[src/rtl/uart_rx_fifo.sv]
// uart_rx_fifo -- 8N1 UART receiver feeding a first-word-fall-through FIFO.
//
// The serial line passes through a two-flop synchronizer (idle high). A
// five-state receiver (IDLE, START, DATA, STOP, WAIT_HIGH) samples the
// start bit at mid-bit, then samples eight data bits and the stop bit one
// bit time apart. Each good byte is pushed into the FIFO. A bad stop bit
// pulses frame_err once, and the receiver then waits for the line to return
// high, so a break condition reports only once.
//
// Optional build macro UART_RX_MAJORITY_EN: each sample becomes the 2-of-3
// majority of the synchronized line at target-1, target and target+1. The
// decision is taken at target+1. Sample centres and bit spacing stay the same.
//
// Ports:
//   clock        in   sole clock, rising edge
//   reset_n      in   asynchronous active-low reset
//   uart_rx      in   asynchronous serial line, idle high, LSB first
//   rx_data      out  FIFO head byte (holds last value while empty)
//   rx_valid     out  FIFO non-empty
//   rx_ready     in   consumer accepts head byte (pop = rx_valid & rx_ready)
//   frame_err    out  one-cycle pulse on a bad stop bit
//   overrun      out  one-cycle pulse when a good byte is dropped (FIFO full)
//   fifo_count   out  current FIFO occupancy
//   dbg_state_o  out  receiver state: 0 IDLE, 1 START, 2 DATA, 3 STOP, 4 WAIT_HIGH
//
// Handshake: the head byte is transferred on every rising clock edge where
// rx_valid and rx_ready are both high. rx_ready has no effect while
// rx_valid is low.
module uart_rx_fifo #(
    parameter int CLK_HZ     = 10000000,
    parameter int BAUD       = 115200,
    parameter int FIFO_DEPTH = 8
) (
    input  logic                          clock,
    input  logic                          reset_n,
    input  logic                          uart_rx,
    output logic [7:0]                    rx_data,
    output logic                          rx_valid,
    input  logic                          rx_ready,
    output logic                          frame_err,
    output logic                          overrun,
    output logic [$clog2(FIFO_DEPTH):0]   fifo_count,
    output logic [2:0]                    dbg_state_o
);

    localparam int BIT_CYCLES = (CLK_HZ + BAUD / 2) / BAUD;
    localparam int HALF       = BIT_CYCLES / 2;
`ifdef UART_RX_MAJORITY_EN
    localparam int DLY = 1;
`else
    localparam int DLY = 0;
`endif
    localparam int CNT_W = $clog2(BIT_CYCLES + 1);
    localparam int AW    = $clog2(FIFO_DEPTH);

    // With majority voting, the decision comes one count late. The counter
    // then restarts at 1, so the next sample centre is still BIT_CYCLES away.
    localparam logic [CNT_W-1:0] START_TGT  = CNT_W'(HALF - 1 + DLY);
    localparam logic [CNT_W-1:0] BIT_TGT    = CNT_W'(BIT_CYCLES - 1 + DLY);
    localparam logic [CNT_W-1:0] CNT_RELOAD = CNT_W'(DLY);
    localparam logic [AW:0]      FULL_CNT   = (AW + 1)'(FIFO_DEPTH);

    typedef enum logic [2:0] {
        S_IDLE      = 3'd0,
        S_START     = 3'd1,
        S_DATA      = 3'd2,
        S_STOP      = 3'd3,
        S_WAIT_HIGH = 3'd4
    } state_t;

    state_t           state_q, state_d;
    logic [CNT_W-1:0] cnt_q, cnt_d;
    logic [2:0]       bit_q, bit_d;
    logic [7:0]       shift_q, shift_d;
    logic             sync1_q, sync2_q;
    logic             rxs, sample_bit;
    logic             push_req, ferr_d, ferr_q, ovr_d, ovr_q;

    logic [7:0]       mem [FIFO_DEPTH];
    logic [AW-1:0]    wr_q, wr_d, rd_q, rd_d;
    logic [AW:0]      count_q, count_d;
    logic [7:0]       rx_data_q, rx_data_d, head_d;
    logic             pop, full, push_ok;

    assign rxs = sync2_q;

`ifdef UART_RX_MAJORITY_EN
    // hist_q[1] and hist_q[0] hold rxs from two cycles ago and one cycle ago.
    logic [1:0] hist_q;
    always_ff @(posedge clock or negedge reset_n) begin
        if (!reset_n) hist_q <= 2'b11;
        else          hist_q <= {hist_q[0], rxs};
    end
    assign sample_bit = (hist_q[1] & hist_q[0]) | (hist_q[1] & rxs) | (hist_q[0] & rxs);
`else
    assign sample_bit = rxs;
`endif

    always_ff @(posedge clock or negedge reset_n) begin
        if (!reset_n) begin
            sync1_q <= 1'b1;
            sync2_q <= 1'b1;
            state_q <= S_IDLE;
            cnt_q   <= '0;
            bit_q   <= '0;
            shift_q <= '0;
            ferr_q  <= 1'b0;
        end else begin
            sync1_q <= uart_rx;
            sync2_q <= sync1_q;
            state_q <= state_d;
            cnt_q   <= cnt_d;
            bit_q   <= bit_d;
            shift_q <= shift_d;
            ferr_q  <= ferr_d;
        end
    end

    always_comb begin
        state_d  = state_q;
        cnt_d    = cnt_q;
        bit_d    = bit_q;
        shift_d  = shift_q;
        push_req = 1'b0;
        ferr_d   = 1'b0;
        unique case (state_q)
            S_IDLE: begin
                if (!rxs) begin
                    state_d = S_START;
                    cnt_d   = '0;
                end
            end
            S_START: begin
                cnt_d = cnt_q + CNT_W'(1);
                if (cnt_q == START_TGT) begin
                    if (sample_bit) begin
                        state_d = S_IDLE;   // glitch shorter than half a bit
                    end else begin
                        state_d = S_DATA;
                        cnt_d   = CNT_RELOAD;
                        bit_d   = '0;
                    end
                end
            end
            S_DATA: begin
                cnt_d = cnt_q + CNT_W'(1);
                if (cnt_q == BIT_TGT) begin
                    cnt_d   = CNT_RELOAD;
                    shift_d = {sample_bit, shift_q[7:1]};
                    bit_d   = bit_q + 3'd1;
                    if (bit_q == 3'd7) state_d = S_STOP;
                end
            end
            S_STOP: begin
                cnt_d = cnt_q + CNT_W'(1);
                if (cnt_q == BIT_TGT) begin
                    cnt_d = CNT_RELOAD;
                    if (sample_bit) begin
                        push_req = 1'b1;
                        state_d  = S_IDLE;
                    end else begin
                        ferr_d  = 1'b1;
                        state_d = S_WAIT_HIGH;
                    end
                end
            end
            S_WAIT_HIGH: begin
                if (rxs) state_d = S_IDLE;
            end
            default: state_d = S_IDLE;
        endcase
    end

    // FIFO: pointers wrap naturally because FIFO_DEPTH is a power of two.
    assign pop     = (count_q != '0) & rx_ready;
    assign full    = (count_q == FULL_CNT);
    assign push_ok = push_req & (~full | pop);
    assign ovr_d   = push_req & full & ~pop;
    assign wr_d    = wr_q + AW'(push_ok);
    assign rd_d    = rd_q + AW'(pop);
    assign count_d = count_q + (AW + 1)'(push_ok) - (AW + 1)'(pop);

    // The registered head must see a byte written this edge when the new
    // read pointer lands on the slot being written.
    always_comb begin
        head_d = mem[rd_d];
        if (push_ok && (rd_d == wr_q)) head_d = shift_q;
        rx_data_d = (count_d != '0) ? head_d : rx_data_q;
    end

    always_ff @(posedge clock) begin
        if (push_ok) mem[wr_q] <= shift_q;
    end

    always_ff @(posedge clock or negedge reset_n) begin
        if (!reset_n) begin
            wr_q      <= '0;
            rd_q      <= '0;
            count_q   <= '0;
            rx_data_q <= 8'h00;
            ovr_q     <= 1'b0;
        end else begin
            wr_q      <= wr_d;
            rd_q      <= rd_d;
            count_q   <= count_d;
            rx_data_q <= rx_data_d;
            ovr_q     <= ovr_d;
        end
    end

    assign rx_data     = rx_data_q;
    assign rx_valid    = (count_q != '0);
    assign fifo_count  = count_q;
    assign frame_err   = ferr_q;
    assign overrun     = ovr_q;
    assign dbg_state_o = state_q;

endmodule

[config.mk]
export PLATFORM = sky130hd
export DESIGN_NAME = uart_rx_fifo
export DESIGN_NICKNAME = d
export VERILOG_FILES = /design/src/rtl/uart_rx_fifo.sv
export SDC_FILE = /design/constraint.sdc
export NUM_CORES = 1
export LEC_CHECK = 0
export ABC_AREA = 1
export CAP_MARGIN = 20
export CORE_MARGIN = 8
export CORE_UTILIZATION = 35
export DETAILED_ROUTE_END_ITERATION = 7
export PLACE_DENSITY = 0.5
export SYNTH_ARGS = -nofsm -noshare
export SYNTH_HDL_FRONTEND = slang
export SYNTH_SLANG_ARGS = --single-unit
[constraint.sdc]
create_clock -name clock -period 3 [get_ports clock]
set_input_delay 0.45 -clock clock [delete_from_list [all_inputs] [get_ports clock]]
set_output_delay 0.45 -clock clock [all_outputs]
set_load 0.05 [all_outputs]
After elaboration in Yosys (flattened, before gate mapping)

Memories as Yosys holds them, arrays and structs flattened. A register that Yosys moved wholly into a read port is not among the register bits.
Cells that the tools add are included.

Flip-flop bits (word level): 35
Memory bits (writable): 64
Input port bits: 4
Output and inout bits: 18
Word-level logic and storage cells: 77
Memories: 1

Add/sub/neg operators: 6
Equal/unequal tests: 15
Mux-type cells: 26
Bitwise gates (word level): 7
Reductions and logical operators: 11

Memory list:

| memory | words | width | read ports | clocked after memory_dff | wr ports | line | text |
|---|---|---|---|---|---|---|---|
| mem    | 8     | 8     | 1          | 1                        | 1        | 79   | `logic [7:0] mem [FIFO_DEPTH];` |

Operators with widths:

| cell                                                | count |
|---|---|
| 2-to-1 mux 3 bit                                    | 10 |
| 2-to-1 mux 7 bit                                    | 4 |
| one-hot mux 7 bit (3 select lines)                  | 1 |
| one-hot mux 3 bit (5 select lines)                  | 1 |
| != test 2 bit, second input constant                | 7 |
| 2-to-1 mux 1 bit                                    | 8 |
| nonzero test 4 bit                                  | 2 |
| adder 7 x 1 -> 7 bit, second input constant         | 1 |
| equality test 7 x 6 -> 1 bit, second input constant | 1 |
| equality test 7 bit, second input constant          | 1 |
| adder 3 x 1 -> 3 bit                                | 2 |
| equality test 3 x 2 -> 1 bit, second input constant | 2 |
| equality test 3 bit, second input constant          | 2 |
| one-hot mux 3 bit (2 select lines)                  | 1 |
| AND reduction 6 bit                                 | 1 |
| adder 4 x 1 -> 4 bit                                | 1 |
| AND 1 bit                                           | 4 |
| equality test 4 bit, second input constant          | 1 |
| AND reduction 2 bit                                 | 2 |
| AND reduction 4 bit                                 | 1 |
| subtractor 4 x 1 -> 4 bit                           | 1 |
| adder 3 x 1 -> 3 bit, second input constant         | 1 |
| equality test 3 x 1 -> 1 bit, second input constant | 1 |
| zero test 3 bit                                     | 1 |
| other kinds (7)                                     | 8 |

Longest topological paths before layout

Gate-level depths: netlist of the first run.

Depth after elaboration: 7
Gate-level depth with buffers: 17
Depth with buffers taken out: 16

Least setup slack after synthesis of the first run

No wires, ideal clock.

Path kind: flip-flop to flip-flop
Start point: reg count_q[2], in the netlist fifo_count[2]
End point: reg rx_data_q[0], in the netlist rx_data[0] (read register of mem)
Setup time: 0.119 ns
Arrival time: 3.287 ns
Required time: 2.881 ns
Path slack: -0.406 ns
Cell stages (with the launch flop): 15
Path buffers: 1
Clock period less this slack: 3.406 ns
Cells stage by stage: dfrtp_1 > inv_1 > ha_1 > nand2_1 > a21oi_1 > nor2_4 > buf_6 > nand2_1 > nand2_1 > ha_1 > fa_1 > nor3_2 > nand3_4 > nand3_1 > nand2_1

Word-level cells in the longest chain between the ends: 7
Elaborated cells on any way between the ends: 10
Those cells by class: 3 x add/sub; 1 x eq/ne; 4 x bitwise; 2 x reduce/logical

Ends and longest elaborated chain:

| element                       | line | text |
|---|---|---|
| from (decl)                   | 81   | `logic [AW:0] count_q, count_d;` |
| from (signal assigned)        | 205  | `count_q <= count_d;` |
| nonzero test 4 bit (*)        | n/a  |  |
| via rx_valid                  | 38   | `output logic rx_valid,` |
| AND 1 bit (*)                 | 175  | `assign pop = (count_q != '0) & rx_ready;` |
| OR 1 bit                      | 177  | `assign push_ok = push_req & (~full \| pop);` |
| AND 1 bit                     | 177  |  |
| adder 4 x 1 -> 4 bit          | 181  | `assign count_d = count_q + (AW + 1)'(push_ok) - (AW + 1)'(pop);` |
| subtractor 4 x 1 -> 4 bit (*) | 181  |  |
| via count_d[1]                | 81   |  |
| nonzero test 4 bit (*)        | 188  | `rx_data_d = (count_d != '0) ? head_d : rx_data_q;` |
| to (decl)                     | 82   | `logic [7:0] rx_data_q, rx_data_d, head_d;` |

The timed path passes the listed nets; every way through them passes the cells marked *.
A chain may end at the register's enable or synchronous reset.

Worst setup path after layout of the first run

Start point: reg cnt_q[0]
End point: reg rx_data_q[2], in the netlist rx_data[2] (read register of mem)

Word-level cells in the longest chain between the ends: 7

Ends and longest elaborated chain:

| element                   | line | text |
|---|---|---|
| from (decl)               | 72   | `logic [CNT_W-1:0] cnt_q, cnt_d;` |
| from (signal assigned)    | 112  | `cnt_q <= cnt_d;` |
| equality test 7 bit       | 156  | `if (cnt_q == BIT_TGT) begin` |
| 2-to-1 mux 1 bit          | 156  |  |
| 2-to-1 mux 1 bit          | 126  | `unique case (state_q)` |
| AND 1 bit                 | 177  |  |
| adder 4 x 1 -> 4 bit      | 181  |  |
| subtractor 4 x 1 -> 4 bit | 181  |  |
| via count_d[2]            | 81   |  |
| nonzero test 4 bit        | 188  |  |

The timed path passes the listed nets, and every way through them passes these cells.

==> results of run 1 <==
metal layers:
metal / vias to the layer above / global-route usage, %
met5: - / 0
met4: 0 / 4.29
met3: 7 / 4.01
met2: 44 / 21.0
met1: 1602 / 15.0
li1: 1654 / -
final cells by class:
cell class	count	area, µm²
Clock buffer	10	239
Clock inverter	6	62.6
Fill cell	1273	7700
Inverter	32	120
Multi-Input combinational cell	322	1600
Sequential cell	107	3010
Tap cell	176	220
Timing Repair Buffer	39	355
kinds of logic after synthesis:
logic type,after synthesis
AND/OR/NAND/NOR,279
flip-flops,107
buffers and inverters,47
AO/OA/AOI/OAI,21
adder cells (fa/ha/maj),14
XOR/XNOR,8
report_power, final:
part           total, µW  internal [µW]  switching, µW  leakage, µW
combinational       2530            814           1710     0.000988
clock               1180            610            569     0.000149
sequential          1840           1710            123      0.00126
total               5540           3140           2410      0.00240
metrics by stage:
stage | setup slack, ns | power (µW)
finish | 0.369 | 5540
global route | 0.0666 | 5990
CTS | 0.313 | 5630
detailed placement | 0.233 | 4430
global placement | 0.261 | 4430
floorplan | 0.0196 | 3670
synthesized netlist by cell type (all sizes together) (2+ instances only):
master and count:
nand2 175, clkbuf 2, or2 2, o21ai 16, edfxtp 64, nand3 59
nor2 20, dfstp 2, buf 13, nand4 9, xor2 4, ha 13
dfrtp 41, xnor2 4, nor3 13, a21oi 3, inv 31
flip-flops by register name, summed over array words and instances, names as in the netlist:
signal,flops
fifo_count,4
sync1_q,1
overrun,1
shift_q,8
rxs,1
wr_q,3
frame_err,1
dbg_state_o,3
mem,64
rx_data,8
bit_q,3
rd_q,3
cnt_q,7
cells in the final DEF (no fill, tap or decap), types with 2 or more instances in the layout:
cell             instances
a21oi_1                  3
edfxtp_1                64
dfrtp_1                 37
nand2_1                171
dfrtp_2                  4
nor2_2                   2
inv_1                   28
inv_6                    3
inv_2                    3
nor2_4                   3
clkbuf_16                9
buf_4                   16
nor2_1                  15
xnor2_1                  4
o21ai_0                 16
nand4_1                  9
nand2_2                  4
clkdlybuf4s50_1         20
xor2_1                   4
nand3_1                 57
nor3_1                  12
dfstp_2                  2
ha_1                    13
worst max path at each step:
stage                      end  slack, ns  cells past startpoint
finish              rx_data[2]       0.37                     14
global route        rx_data[2]       0.07                     14
CTS                 rx_data[1]       0.31                     14
detailed placement  rx_data[1]       0.23                     12
global placement    rx_data[0]       0.26                     12
floorplan           rx_data[0]       0.02                     15
==> metrics.md, run 1 <==
| Metric | Value |
|---|---|
| Core Region | 13300 µm² |
| Worst-Margin Slew | 0.510 ns |
| Wire per inst | 15.2 µm |
| Crit end category | register |
| Ys async rst share | 40.2% |
| Critical Path Fanout Max | 8 |
| Initial Util | 36.0% |
| R2r setup slk | 0.37 ns |
| Routed vias | 3307 |
| Minimum clock period | 2.63 ns |
| GRT Total Usage | 12.6% |
| Worst reg2reg endpoint | rx_data[2] |
| H-tree level count | 3 |
| Final setup fails | 0 |
| Synth Register Bits | 107 |
| Leak pwr | 0.00240 µW |
| Synth warn | 0 |
| Area grow syn2layout | 16.9% |
| Final Max Slew Viols | 0 |
| Setup bufs post-CTS | 0 |
| First-pass GRT wire length | 17400 µm |
| Slew margin rel. | 65.9% |
| P per Cell Area | 990 nW/µm² |
| Cell Area, Synth | 4790 µm² |
| Max frequency | 0.380 GHz |
| Cts hold-fix bufs | 0 |
| CP startpoint | cnt_q[0] |
| Routed wl met2 | 5330 µm |
| Post-Route M1 WL | 4680 µm |
| Synth area leaders | edfxtp_1 (40%), dfrtp_1 (21%), nand2_1 (13%) |
| Cts bufs inserted | 9 |
| DP Area | 5270 µm² |
| Syn nets | 494 |
| Cell Rows | 42 |
| Later-pin clock latency in the skew report | 0.36 ns |
| Max clock buf depth | 2 |
| Initial antenna violation count | 0 |
| Post-synth top area cell | edfxtp_1 |
| Final Hold Fails | 0 |
| Worst hold start | sync1_q |
| Drt drc | 0 |
| Hold EP | rxs |
| Final nets | 529 |
| WP buf/inv | 2 |
| Xor and xnor area share after synthesis | 1.46% |
| Max-cap violations | 0 |
| Number of global-route vias before repair | 3267 |
| Crit-path cells | inv_1 -> ha_1 -> nand3_2 -> nor2_4 -> nand2_2 -> nand2_1 -> nand2_1 -> ha_1 -> fa_1 -> xor2_1 -> nor3_4 -> buf_4 -> nand4_1 -> nand2_1 |
| Number of synthesized flops with an enable pin | 64 |
| Seq/Total Area, Yosys | 62.7% |
| Main combinational cell family by area after synthesis | simple AND/OR/NAND/NOR gates |
| Netlist cell types | 33 |
| CP max stage cell | dfrtp_1 |
| Final ANT Viol Nets | 0 |
| DIE AREA | 17700 µm² |
| Placed insts | 674 |
| Final Instance Area | 5600 µm² |
| Compound-Gate Fraction of Synth Area | 2.27% |
| GPL Wtd Cong | 0.835 |
| N_diodes | 0 |
| Delay-heaviest family, CP | simple AND/OR/NAND/NOR gates |
| Count of non-filler cells in the finished layout | 692 |
| Highest routed layer | met4 |
| Die Span X | 133 µm |
| Critical Path RT | 3.29 ns |
| Clock slew at reported path FFs | 0.07 ns |
| Die H | 133 µm |
| Worst reg2reg startpoint | cnt_q[0] |
| Detailed placement HPWL | 7380 µm |
| Final Cycle Share | 87.7% |
| Gate Count Post-Synth | 476 |
| Mux cell area share after synthesis | 0% |
| CP most frequent cell | nand2_1 |
| Worst EP arrival | 2.92 ns |
| Post-layout util | 42.1% |
| Peak supply drop | 421 µV |
| Worst-case reg-to-reg path depth | 14 |
| Primary FF master, synth | edfxtp_1 |
| Via/cell ratio | 4.78 |
| Post-cts repair resize count | 0 |
| Setup TNS | 0 ns |
| # port buffers | 21 |
| WL met3 | 380 µm |
| Syn avg cell area | 10.1 µm² |
| Area share of the largest cell type after synthesis | 40.1% |
| First-pass DRT Iterations | 4 |
| WHS Path Cells | 0 |
| Clock sinks | 107 |
| Root Driver | clkbuf_16 |
| Layout cells sized above 1 | 10.9% |
| Final WL | 10500 µm |
| Status | complete, no violations |
| Top-level port count | 22 |
| Largest net degree at the start of global routing | 44 |
| Skew final | 0.0111 ns |
| Total grt overflow | 0 |
| Hold WS | 0.360 ns |
| CP Launch Type | register |
| Crit path kind | register to register |
| Min-delay worst type | register to register |
| First DRT Iteration DRCs | 213 |
| Post-synthesis simple-gate area fraction | 25.6% |
| CTS tree | yes |
| CP peak stage delay | 0.38 ns |
| Adder-cell share of the synthesized area | 3.81% |
| RSZ-0062 raised after global routing | false |
Power figures use the tool's default switching activity.
==> run 2: changes to the inputs <==
--- a/config.mk
+++ b/config.mk
@@ -11,6 +11,7 @@
 export CORE_UTILIZATION = 35
 export DETAILED_ROUTE_END_ITERATION = 7
 export PLACE_DENSITY = 0.5
+export SLEW_MARGIN = 40
 export SYNTH_ARGS = -nofsm -noshare
 export SYNTH_HDL_FRONTEND = slang
 export SYNTH_SLANG_ARGS = --single-unit
==> metrics.md, run 2 (synthesized netlist as in run 1, its figures left out) <==
| Metric | Value |
|---|---|
| Status | complete, no violations |
| Crit end category | register |
| Detailed placement HPWL | 7400 µm |
| # port buffers | 21 |
| First-pass DRT Iterations | 4 |
| Initial antenna violation count | 0 |
| H-tree level count | 3 |
| Drt drc | 0 |
| Final nets | 527 |
| Setup bufs post-CTS | 0 |
| Post-cts repair resize count | 0 |
| Root Driver | clkbuf_16 |
| Max-cap violations | 0 |
| Min-delay worst type | primary input to async pin |
| Final WL | 10600 µm |
| Critical Path RT | 3.29 ns |
| RSZ-0062 raised after global routing | false |
| Delay-heaviest family, CP | simple AND/OR/NAND/NOR gates |
| Setup TNS | 0 ns |
| Power share of the clock group | 21.1% |
| Wire per inst | 15.3 µm |
| CTS tree | yes |
| First-pass GRT wire length | 17700 µm |
| R2r setup slk | 0.35 ns |
| Cell Rows | 42 |
| Final Cycle Share | 88.4% |
| Layout cells sized above 1 | 10.7% |
| P per Cell Area | 994 nW/µm² |
| Slew margin rel. | 63.1% |
| Die H | 133 µm |
| WP buf/inv | 2 |
| Die Span X | 133 µm |
| Initial Util | 36.0% |
| Slack of the critical path | 0.348 ns |
| Total grt overflow | 0 |
| First DRT Iteration DRCs | 235 |
| Total chip power | 5530 µW |
| Final Instance Area | 5570 µm² |
| Crit path kind | register to register |
| CP most frequent cell | nand2_1 |
| Largest net degree at the start of global routing | 44 |
| Peak supply drop | 420 µV |
| Routed vias | 3336 |
| Cell-internal power | 3130 µW |
| Placed insts | 674 |
| N_diodes | 0 |
| Area grow syn2layout | 16.3% |
| Clock sinks | 107 |
| Largest reg by FF count | mem |
| DIE AREA | 17700 µm² |
| Final setup fails | 0 |
| Seq pwr share | 33.1% |
| GPL Wtd Cong | 0.835 |
| Final Hold Fails | 0 |
| Worst-Margin Slew | 0.554 ns |
| Critical Path Fanout Max | 8 |
| Max clock buf depth | 2 |
| CP max stage cell | fa_1 |
| Crit-path cells | inv_1 -> ha_1 -> nand3_2 -> nor2_4 -> nand2_2 -> nand2_1 -> nand2_1 -> ha_1 -> fa_1 -> nor3_4 -> buf_4 -> nand4_1 -> nand2_1 |
| Commonest non-fill, non-tap cell in the layout | nand2_1 |
| Count of non-filler cells in the finished layout | 690 |
| Sw Share | 43.5% |
| Commonest non-fill, non-tap cells in the layout | nand2_1 (171), edfxtp_1 (64), nand3_1 (57) |
| Max frequency | 0.377 GHz |
| CP peak stage delay | 0.51 ns |
| Cts hold-fix bufs | 0 |
| Minimum clock period | 2.65 ns |
| Pre-CTS setup slack | 0.227 ns |
| Sw Pwr | 2410 µW |
| Core Region | 13300 µm² |
| Leak pwr | 0.00238 µW |
| DP Area | 5270 µm² |
| Later-pin clock latency in the skew report | 0.36 ns |
| Logic pwr share | 45.8% |
| Final ANT Viol Nets | 0 |
| Clock slew at reported path FFs | 0.07 ns |
| Cts bufs inserted | 9 |
| Worst EP arrival | 2.95 ns |
| Top-level port count | 22 |
| Fill count | 1302 |
| CP Launch Type | register |
| Final Max Slew Viols | 0 |
| Largest register FFs | 64 |
| Via/cell ratio | 4.83 |
| Number of global-route vias before repair | 3320 |
| GRT Total Usage | 12.7% |
| Skew final | 0.00904 ns |
run 2: cell types whose count changed in the layout (fill, tap and decap cells not counted), sizes merged:
cell         delta
buf             -1
dlygate4sd3     -1
inv             -2
clkinvlp        +2
run 2: final cells by class:
class / instances / area [µm²] / share of cell area, %
multi-input cells: 322 / 1600 / 28.7
repair buffers: 37 / 328 / 5.89
clock buffers: 10 / 239 / 4.29
well taps: 176 / 220 / 3.95
clock inverters: 6 / 60.1 / 1.08
inverters: 32 / 120 / 2.16
flip-flops and latches: 107 / 3010 / 54.0
run 2: power groups by stage:
stage / Sequential (µW) / Combinational [µW] / Clock (µW)
global route: 1860 / 2850 / 1260
detailed placement: 1870 / 2570 / 0
global placement: 1870 / 2560 / 0
finish: 1830 / 2530 / 1170
CTS: 1840 / 2580 / 1200
floorplan: 2170 / 1500 / 0
run 2: path summary, 6_finish.rpt:
path                          start       endpoint  cells after the start
max in group asynchronous   reset_n  fifo_count[3]                      1
max                        cnt_q[0]     rx_data[1]                     13
min in group clock          sync1_q            rxs                      0
min                         reset_n       bit_q[1]                      1
min reg2reg                 sync1_q            rxs                      0
max reg2reg                cnt_q[0]     rx_data[1]                     13
run 2: per-stage QoR:
stage | hold WS, ns | utilization [%]
5_1_grt | 0.120 | 41.9
3_5_place_dp | 0.348 | 39.6
4_1_cts | 0.0977 | 41.9
2_1_floorplan | 0.154 | -
6_report | 0.0876 | 41.9
3_3_place_gp | 0.347 | 39.6
run 2: metal layers:
layer,global-route usage (%),wire [µm],share of wire [%],up-vias
li1,-,-,-,1652
met1,15.1,4610,44,1612
met2,21.3,5360,51,62
met3,3.90,439,4.2,10
met4,4.61,171,1.6,0
met5,0,0,0,-
==> run 3: changes to the inputs <==
--- a/config.mk
+++ b/config.mk
@@ -7,10 +7,12 @@
 export LEC_CHECK = 0
 export ABC_AREA = 1
 export CAP_MARGIN = 20
+export CELL_PAD_IN_SITES_DETAIL_PLACEMENT = 1
+export CELL_PAD_IN_SITES_GLOBAL_PLACEMENT = 2
 export CORE_MARGIN = 8
 export CORE_UTILIZATION = 35
 export DETAILED_ROUTE_END_ITERATION = 7
-export PLACE_DENSITY = 0.5
+export PLACE_DENSITY = 0.71
 export SLEW_MARGIN = 40
 export SYNTH_ARGS = -nofsm -noshare
 export SYNTH_HDL_FRONTEND = slang
==> metrics.md, run 3 (synthesized netlist as in run 1, its figures left out) <==
| Metric | Value |
|---|---|
| Placed insts | 673 |
| Final Max Slew Viols | 0 |
| Clock sinks | 107 |
| Slew margin rel. | 62.3% |
| Max-cap violations | 0 |
| Peak supply drop | 430 µV |
| Core Region | 13300 µm² |
| Die Span X | 133 µm |
| Detailed placement HPWL | 8550 µm |
| Crit end category | register |
| Commonest non-fill, non-tap cells in the layout | nand2_1 (171), edfxtp_1 (64), nand3_1 (57) |
| Crit path kind | register to register |
| Post-cts repair resize count | 0 |
| Skew final | 0.00793 ns |
| Clock slew at reported path FFs | 0.07 ns |
| Leak pwr | 0.00238 µW |
| Max clock buf depth | 2 |
| CP Launch Type | register |
| GRT Total Usage | 14.5% |
| Layout cells sized above 1 | 9.94% |
| P per Cell Area | 1010 nW/µm² |
| Slack of the critical path | 0.244 ns |
| Largest register FFs | 64 |
| Top-level port count | 22 |
| Routed vias | 3408 |
| Via/cell ratio | 4.95 |
| Setup bufs post-CTS | 0 |
| Number of global-route vias before repair | 3756 |
| Total grt overflow | 0 |
| Max frequency | 0.363 GHz |
| Initial antenna violation count | 0 |
| Cts hold-fix bufs | 0 |
| Worst EP arrival | 3.05 ns |
| Initial Util | 36.0% |
| Status | complete, no violations |
| Area grow syn2layout | 16.1% |
| R2r setup slk | 0.24 ns |
| Final nets | 526 |
| Wire per inst | 17.5 µm |
| Final Cycle Share | 91.9% |
| Final setup fails | 0 |
| Worst-case reg-to-reg path depth | 14 |
| Final ANT Viol Nets | 0 |
| Die H | 133 µm |
| Pre-CTS setup slack | 0.195 ns |
| DIE AREA | 17700 µm² |
| Later-pin clock latency in the skew report | 0.36 ns |
| H-tree level count | 3 |
| RSZ-0062 raised after global routing | false |
| Largest net degree at the start of global routing | 44 |
| Drt drc | 0 |
| Critical Path RT | 3.29 ns |
| CTS tree | yes |
| First-pass DRT Iterations | 4 |
| Total chip power | 5610 µW |
| Hold WS | 0.0871 ns |
| Minimum clock period | 2.76 ns |
| Count of non-filler cells in the finished layout | 689 |
| Critical Path Fanout Max | 8 |
| # port buffers | 21 |
| Min-delay worst type | primary input to async pin |
| Cts bufs inserted | 9 |
| N_diodes | 0 |
| GPL Wtd Cong | 0.789 |
| Commonest non-fill, non-tap cell in the layout | nand2_1 |
| Largest reg by FF count | mem |
| Final Hold Fails | 0 |
| First DRT Iteration DRCs | 189 |
| Cell Rows | 42 |
| Root Driver | clkbuf_16 |
| Final WL | 12100 µm |
| Setup TNS | 0 ns |
| First-pass GRT wire length | 19900 µm |
| Worst-Margin Slew | 0.565 ns |
## run 3: area by class of cell
class | instances | area (µm²)
clock buffers | 10 | 229
clock inverters | 6 | 56.3
fillers | 1495 | 7730
inverters | 32 | 120
multi-input cells | 322 | 1600
flip-flops and latches | 107 | 3010
well taps | 176 | 220
repair buffers | 36 | 333
## run 3: per-stage QoR
stage | util (%) | area, µm²
after floorplan | - | 4800
after global placement | 39.7 | 5270
after detailed placement | 39.7 | 5280
after CTS | 41.8 | 5560
after global routing | 41.8 | 5560
final | 41.8 | 5560
## run 3: final timing paths
kind / startpoint / to
setup / recovery: cnt_q[0] / rx_data[0]
hold / removal: reset_n / bit_q[1]
setup reg to reg: cnt_q[0] / rx_data[0]
hold reg to reg: sync1_q / rxs
max in group asynchronous: reset_n / fifo_count[3]
min in group clock: sync1_q / rxs
## run 3: critical path, stage by stage, from the launching register on
cell     delay [ns]
dfrtp_1        0.38
inv_1          0.11
ha_1           0.20
nand3_2        0.10
nor2_4         0.15
nand2_2        0.10
nand2_1        0.14
nand2_1        0.08
ha_1           0.21
fa_1           0.38
xor2_1         0.19
nor3_4         0.21
buf_4          0.21
nand4_1        0.13
nand2_1        0.10
## run 3: where the power goes
part / internal, µW / switching [µW]
logic: 823 / 1770
registers: 1710 / 119
clock network: 640 / 533
## run 3: per-layer routing
| layer | vias to the layer above | routed length [µm] | global-route usage [%] |
|---|---|---|---|
| met3 | 10 | 215 | 2.69 |
| met1 | 1731 | 5170 | 16.5 |
| met2 | 22 | 6480 | 26.4 |
| met5 | - | 0 | 0 |
| li1 | 1645 | - | - |
| met4 | 0 | 190 | 5.49 |
==> RTL edit, RTL diff (settings of run 2) <==
The parameter `BAUD` goes from 115200 to 28800.
--- a/src/rtl/uart_rx_fifo.sv
+++ b/src/rtl/uart_rx_fifo.sv
@@ -28,7 +28,7 @@
 // rx_valid is low.
 module uart_rx_fifo #(
     parameter int CLK_HZ     = 10000000,
-    parameter int BAUD       = 115200,
+    parameter int BAUD       = 28800,
     parameter int FIFO_DEPTH = 8
 ) (
     input  logic                          clock,
Check against the original RTL: same outputs for any inputs over 10 cycles, from zero or initial values and one cycle with reset_n low; that may be too few to reach the edited logic, so the function may still have changed.
==> RTL edit against run 2 <==
  * Die area is 4.5% higher
  * Power fell by 7.8%
  * Sequential power shrank 5%
  * Area after synthesis rose by 5.2%
  * Synthesized cell count up 8.8%
  * Via count is 6.1% higher
  * Fmax fell by 3.9%
  * Worst hold slack improved by 62 ps
  * Design area rose by 5.0%
  * Combinational power shrank 14%
  * Sequential share of layout area decreased by 1.8 points
  * Sequential cell count up 2
  * Wire length grew 8.1%
  * Setup slack worse by 110 ps
  * Critical endpoint is now rx_data[4]
  * Highest routed layer unchanged
==> RTL edit: results (changes against run 2) <==
| Metric | Value |
|---|---|
| Part of the Yosys area used for sequential elements | `60.6% (was 62.7%)` |
| Seq. pwr | `1.74 mW (was 1.83 mW)` |
| Post-synth net total | `537 (was 494)` |
| Metal1 wirelength | `5210 µm (was 4610 µm)` |
| Layout cell share with drive strength beyond 1 | `9.53% (was 10.7%)` |
| Number of fill cells | `1,429 (was 1,302)` |
| Fin nets | `570 (was 527)` |
| Syn Area/Cell | `9.72 µm² (was 10.1 µm²)` |
| Outcome | `complete, no violations (unchanged)` |
| Pwr dens | `873 nW/µm² (was 994 nW/µm²)` |
| Placed Area | `5540 µm² (was 5270 µm²)` |
| Met3 usage | `3.99% (was 3.90%)` |
| Clk_skew | `9.15 ps (was 9.04 ps)` |
| Synth area leaders | `edfxtp_1 38%, dfrtp_1 21%, nand2_1 12% (was edfxtp_1 40%, dfrtp_1 21%, nand2_1 13%)` |
| Met2 wire length | `5690 µm (was 5360 µm)` |
| Post-synthesis adder-cell area fraction | `3.88% (was 3.81%)` |
| Vias in the first global route | `3,544 (was 3,320)` |
| Drt wl/cell | `15.4 µm (was 15.3 µm)` |
| Crit path DAT | `3050 ps (was 2950 ps)` |
| Post-synthesis xor/xnor area fraction | `1.04% (was 1.46%)` |
| Critical path's largest stage delay | `400 ps (was 510 ps)` |
| Cells after DPL | `724 (was 674)` |
| Initial drt markers | `193 (was 235)` |
| First-pass GRT wire length | `18,800 µm (was 17,700 µm)` |
| Distinct cells, synth | `29 (was 33)` |
| Post-synth ARST share | `41.3% (was 40.2%)` |
| Drt via density | `4.78 (was 4.83)` |
| Comb power | `2.17 mW (was 2.53 mW)` |
| Final Non-Filler Cells | `740 (was 690)` |
| RePlAce Congestion | `0.829 (was 0.835)` |
| Leakage power | `2.62 nW (was 2.38 nW)` |
[RTL edit: changes by cell type after synthesis, moves of 2 or more]
cell,change
a21oi_1,+3
and2_1,+6
xnor2_1,-3
inv_1,+29
nand3_1,+17
nand2_1,-16
nor2_1,+2
dfrtp_1,+2
o21ai_0,+2
nand4_1,+2
nor2_2,-2
[RTL edit: area by class of cell]
class	count	area [µm²]	area share [%]
clock buffer	11	264	4.52
multi-input combinational	333	1690	29.0
clock inverter	5	40.0	0.685
timing repair buffer	37	338	5.78
tap	184	230	3.94
sequential	109	3050	52.2
inverter	61	229	3.92
[RTL edit: final timing paths]
| path | start | endpoint | depth (start not counted) |
|---|---|---|---|
| max | cnt_q[0] | rx_data[4] | 16 |
| min | reset_n | rx_data[1] | 1 |
| max reg2reg | cnt_q[0] | rx_data[4] | 16 |
| min reg2reg | sync1_q | rxs | 0 |
| max in group asynchronous | reset_n | cnt_q[2] | 2 |
| min in group clock | sync1_q | rxs | 0 |
